[config.mk]
export PLATFORM = sky130hd
export DESIGN_NAME = tmac_stoch_decoder
export DESIGN_NICKNAME = d
export VERILOG_FILES = /design/src/rtl/tmac_stoch_decoder.sv
export SDC_FILE = /design/constraint.sdc
export NUM_CORES = 1
export LEC_CHECK = 0
export ABC_AREA = 1
export BUFFER_PORTS_ARGS = -buffer_cell sky130_fd_sc_hd__buf_2
export CAP_MARGIN = 5
export CORE_MARGIN = 5
export CORE_UTILIZATION = 28
export DETAILED_ROUTE_END_ITERATION = 16
export RECOVER_POWER = 25
export SLEW_MARGIN = 20
export SYNTH_ARGS = -nofsm -noshare
export SYNTH_HDL_FRONTEND = slang
export SYNTH_SLANG_ARGS = --single-unit
[constraint.sdc]
create_clock -name clk -period 2.64 [get_ports clk]
set_clock_uncertainty 0.05 [all_clocks]
set_input_delay 0.264 -clock clk [delete_from_list [all_inputs] [get_ports clk]]
set_output_delay 0.264 -clock clk [all_outputs]
set_load 0.005 [all_outputs]
[src/rtl/tmac_stoch_decoder.sv]
// tmac_stoch_decoder: counts the 1s of a unipolar stochastic bitstream over a
// window of 2^WIDTH qualified bits and presents the count through a
// valid/ready handshake.
// Optional build macro TMAC_STOCH_DEC_BIPOLAR_EN: result is reported as the
// two's-complement bipolar value 2*count - 2^WIDTH instead of the raw count.
module tmac_stoch_decoder #(
    parameter int WIDTH = 8
) (
    input  logic             clk,
    input  logic             rst,
    input  logic             iStart,
    input  logic             iBit,
    input  logic             iValid,
    output logic             oBusy,
    output logic [WIDTH+1:0] oData,
    output logic             oValid,
    input  logic             iReady
);

    typedef enum logic [1:0] {
        S_IDLE = 2'd0,
        S_RUN  = 2'd1,
        S_HOLD = 2'd2
    } state_t;

    state_t             state_q, state_d;
    logic [WIDTH-1:0]   cnt_q, cnt_d;
    logic [WIDTH:0]     acc_q, acc_d;
    logic [WIDTH+1:0]   data_q, data_d;

    logic               last_bit;
    logic [WIDTH:0]     acc_next;

`ifdef TMAC_STOCH_DEC_BIPOLAR_EN
    // Map a unipolar count 0..2^WIDTH onto -2^WIDTH..+2^WIDTH.
    function automatic logic [WIDTH+1:0] format_result(input logic [WIDTH:0] count);
        logic signed [WIDTH+1:0] twice;
        logic signed [WIDTH+1:0] offset;
        twice  = signed'({count, 1'b0});
        offset = signed'({2'b01, {WIDTH{1'b0}}});
        return unsigned'(twice - offset);
    endfunction
`else
    // Unipolar result: the count zero-extended to the output width.
    function automatic logic [WIDTH+1:0] format_result(input logic [WIDTH:0] count);
        return {1'b0, count};
    endfunction
`endif

    // The window closes on the qualified bit that brings the count to 2^WIDTH.
    assign last_bit = iValid && (cnt_q == {WIDTH{1'b1}});
    assign acc_next = acc_q + {{WIDTH{1'b0}}, iBit};

    // State, counters and result register; reset discards any partial window.
    always_ff @(posedge clk) begin
        if (rst) begin
            state_q <= S_IDLE;
            cnt_q   <= '0;
            acc_q   <= '0;
            data_q  <= '0;
        end else begin
            state_q <= state_d;
            cnt_q   <= cnt_d;
            acc_q   <= acc_d;
            data_q  <= data_d;
        end
    end

    // Next-state logic; iStart is only honoured in IDLE.
    always_comb begin
        state_d = state_q;
        case (state_q)
            S_IDLE:  if (iStart)          state_d = S_RUN;
            S_RUN:   if (last_bit)        state_d = S_HOLD;
            S_HOLD:  if (iReady)          state_d = S_IDLE;
            default:                      state_d = S_IDLE;
        endcase
    end

    // Datapath: clear on start, accumulate qualified bits, capture at window end.
    always_comb begin
        cnt_d  = cnt_q;
        acc_d  = acc_q;
        data_d = data_q;
        case (state_q)
            S_IDLE: begin
                if (iStart) begin
                    cnt_d = '0;
                    acc_d = '0;
                end
            end
            S_RUN: begin
                if (iValid) begin
                    cnt_d = cnt_q + 1'b1;
                    acc_d = acc_next;
                end
                if (last_bit) begin
                    data_d = format_result(acc_next);
                end
            end
            default: ;
        endcase
    end

    // Outputs decode directly from the registered state.
    always_comb begin
        oBusy  = (state_q == S_RUN);
        oValid = (state_q == S_HOLD);
        oData  = data_q;
    end

endmodule

==> results.py <==
metrics = {
    "power_and_ir_drop": {
        "p_seq_share_pct": 56.8,
        "leakage_nw": 0.723,
        "switching_share_pct": 24.4,
        "power.total_mw": 0.771,
        "power_switching_mw": 0.188,
        "ir_drop_mv": 0.242,
        "power_frac_clock_pct": 34.9,
        "powerDensity_nw_per_um2": 485,
        "internal_power_mw": 0.583,
        "comb_power_share_pct": 8.3,
    },
    "critical_path": {
        "required_ps": 2760,
        "cp_max_fo": 15,
        "cp-end-kind": "flip-flop",
        "path_class": "reg2reg",
        "cp_cell_sequence": "nor2_1 -> nand2_1 -> nand2_1 -> inv_1 -> a21oi_1 -> nor2_1",
        "cp_slowest_cell": "nand2_1",
        "critPathMaxStageDelay_ps": 360,
        "arrival_ps": 1770,
        "startpoint_type": "flip-flop",
        "path_delay_family": "simple AND/OR/NAND/NOR gates",
        "worst-path-buf-inv": 1,
    },
    "synthesis": {
        "synth_ff_type": "dfxtp_1",
        "synth-seq-cells": 28,
        "synth_enable_flop_cells": 0,
        "yosysSeqAreaShare_pct": 39.6,
        "synth_warnings": 0,
        "synthArstFlopShare_pct": 0,
        "synth_area_leaders": "dfxtp_1 40%, nand2_1 15%, nor2_1 8.0%",
        "synth_commonest_cells": "56 x nand2_1, 30 x nor2_1, 29 x inv_1",
        "synth_area_um2": 1410,
        "syn_inst": 209,
        "synth_area_per_cell_um2": 6.76,
        "synth_nets": 218,
        "synth.top_cell.area_share_pct": 39.6,
        "yosysMostFrequentCell": "nand2_1",
        "synth.largest_area_cell": "dfxtp_1",
        "synth_cell_type_count": 25,
    },
    "routing": {
        "drtIter0Drc": 55,
        "detail-route-antenna-nets": 0,
        "drc": 0,
        "vias": 1245,
        "wl_per_cell_um": 10.0,
        "dr.pass1.iters": 4,
        "totalWireLength_um": 2910,
        "viasPerCell": 4.29,
    },
    "place": {
        "portBuffers": 16,
        "place_hpwl_um": 2100,
        "place.gp.congestion": 0.790,
    },
    "global_route": {
        "grt_max_degree": 17,
        "gr-max-usage-layer": "met2",
        "antenna_found_initial": 0,
        "first_global_vias": 1181,
        "grt_pass1_wl_um": 5230,
        "grt.met3_usage_pct": 2.77,
        "grt_overflow_total": 0,
        "grt_usage_pct": 9.78,
        "use_met2_pct": 15.6,
        "grtUsageMet1_pct": 13.5,
    },
    "timing": {
        "maxClockFrequency_mhz": 608,
        "tns_ps": 0,
        "fin_crit_ps": 1640,
        "setup_viol": 0,
        "rsz0062_at_grt": "no",
        "period_share_pct": 62.3,
        "drv_slew": 0,
        "finalHoldViolations": 0,
    },
    "die": {
        "core_area_um2": 4820,
        "rows": 25,
        "die_w_um": 81.1,
        "initial_core_util_pct": 29.4,
        "die_area_um2": 6570,
        "die_h_um": 81.1,
        "ioPinCount": 18,
    },
    "clock_network": {
        "htreeDepth": 1,
        "postCtsHoldBufs": 0,
        "clk_latency_ps": 270,
        "clkTransAtPathRegs_ps": 100,
        "cts.sinks": 28,
        "ctsResizeCount": 0,
        "cts_buffers": 3,
        "cts-root-buf": "clkbuf_8",
        "cts_buffer_depth": 2,
        "postCtsSetupBuffers": 0,
        "tritoncts": "yes",
    },
    "finish": {
        "drive_gt1_share_pct": 8.97,
        "area_growth_syn_to_layout_pct": 12.4,
        "antenna_cells": 0,
        "final_nets": 233,
        "multi_input_area_um2": 703,
        "ff_latch_area_um2": 561,
        "fill_cells": 545,
    },
    "run": {
        "maxCapViolCount": 0,
    },
    "min_path": {
        "hp-class": "in2reg",
    },
    "status": {
        "status": "complete, no violations",
    },
}
==> cell usage in the layout, fill, tap and decap left out <==
cell type / count
nor3_4: 1
nor2_1: 30
clkbuf_8: 4
buf_2: 11
clkinv_1: 1
nand4_1: 8
dfxtp_1: 28
nand2_2: 1
nand3b_1: 1
xor2_1: 3
nor3b_1: 1
ha_1: 3
nand3_4: 1
o21ai_0: 6
a21oi_1: 18
inv_1: 29
clkbuf_1: 5
xnor2_1: 1
nor2_2: 1
nand2_1: 56
nand3_2: 1
conb_1: 1
nand3_1: 10
and2_1: 2
==> layer usage <==
metal	vias up	wire length [µm]
met2	24	1260
met4	0	12
met3	2	138
li1	676	-
met5	-	0
met1	543	1500
==> cell type report <==
class                      count  share of cell area (%)
multi-input combinational    145                    44.3
sequential                    28                    35.3
inverter                      30                    7.09
tap                           67                    5.28
timing repair buffer          16                    4.65
clock buffer                   4                    3.46
==> worst reg2reg max path: stages, from the launching register on <==
cell,delay (ps)
dfxtp_1,340
nor2_1,100
nand2_1,80
nand2_1,360
inv_1,340
a21oi_1,220
nor2_1,60
==> worst paths after layout <==
kind | start | to | cells past startpoint | slack [ps]
hold reg to reg | cnt_q[6] | cnt_q[6] | 2 | 430
setup reg to reg | state_q[0] | cnt_q[1] | 6 | 1000
hold / removal | iReady | state_q[1] | 4 | 200
setup / recovery | state_q[0] | cnt_q[1] | 6 | 1000
==> logic make-up (layout without fill, tap and decap cells) <==
| kind of cell | Yosys count | after routing | share of synthesized area [%] |
|---|---|---|---|
| AND/OR/NAND/NOR | 113 | 113 | 35.8 |
| buffers and inverters | 36 | 50 | 10.6 |
| flip-flops | 28 | 28 | 39.6 |
| AO/OA/AOI/OAI | 24 | 24 | 8.50 |
| XOR/XNOR | 4 | 4 | 2.48 |
| adder cells (fa/ha/maj) | 3 | 3 | 2.66 |
| other | 1 | 1 | 0.265 |
==> through the flow <==
step                utilization (%)  hold WS, ps  instance area [µm²]  instances  worst slack [ps]
global placement               32.0          408                 1540        286              1000
global route                   33.0          226                 1590        290               788
floorplan                         -          283                 1410        209              1180
finish                         33.0          199                 1590        290               995
detailed placement             32.0          411                 1540        286              1020
CTS                            33.1          201                 1600        290               998
==> sequential cells by signal (all words and copies together) (netlist names) <==
register  cells
oData         9
cnt_q         8
acc_q         9
state_q       2
==> power groups by stage <==
stage / logic (mW) / clock network [mW] / registers (mW)
3_3_place_gp: 0.0649 / 0 / 0.448
4_1_cts: 0.0643 / 0.277 / 0.438
5_1_grt: 0.0742 / 0.299 / 0.439
3_5_place_dp: 0.0635 / 0 / 0.448
2_1_floorplan: 0.0479 / 0 / 0.446
6_report: 0.0637 / 0.269 / 0.438
No activity file was read; power rests on OpenSTA's default activity.
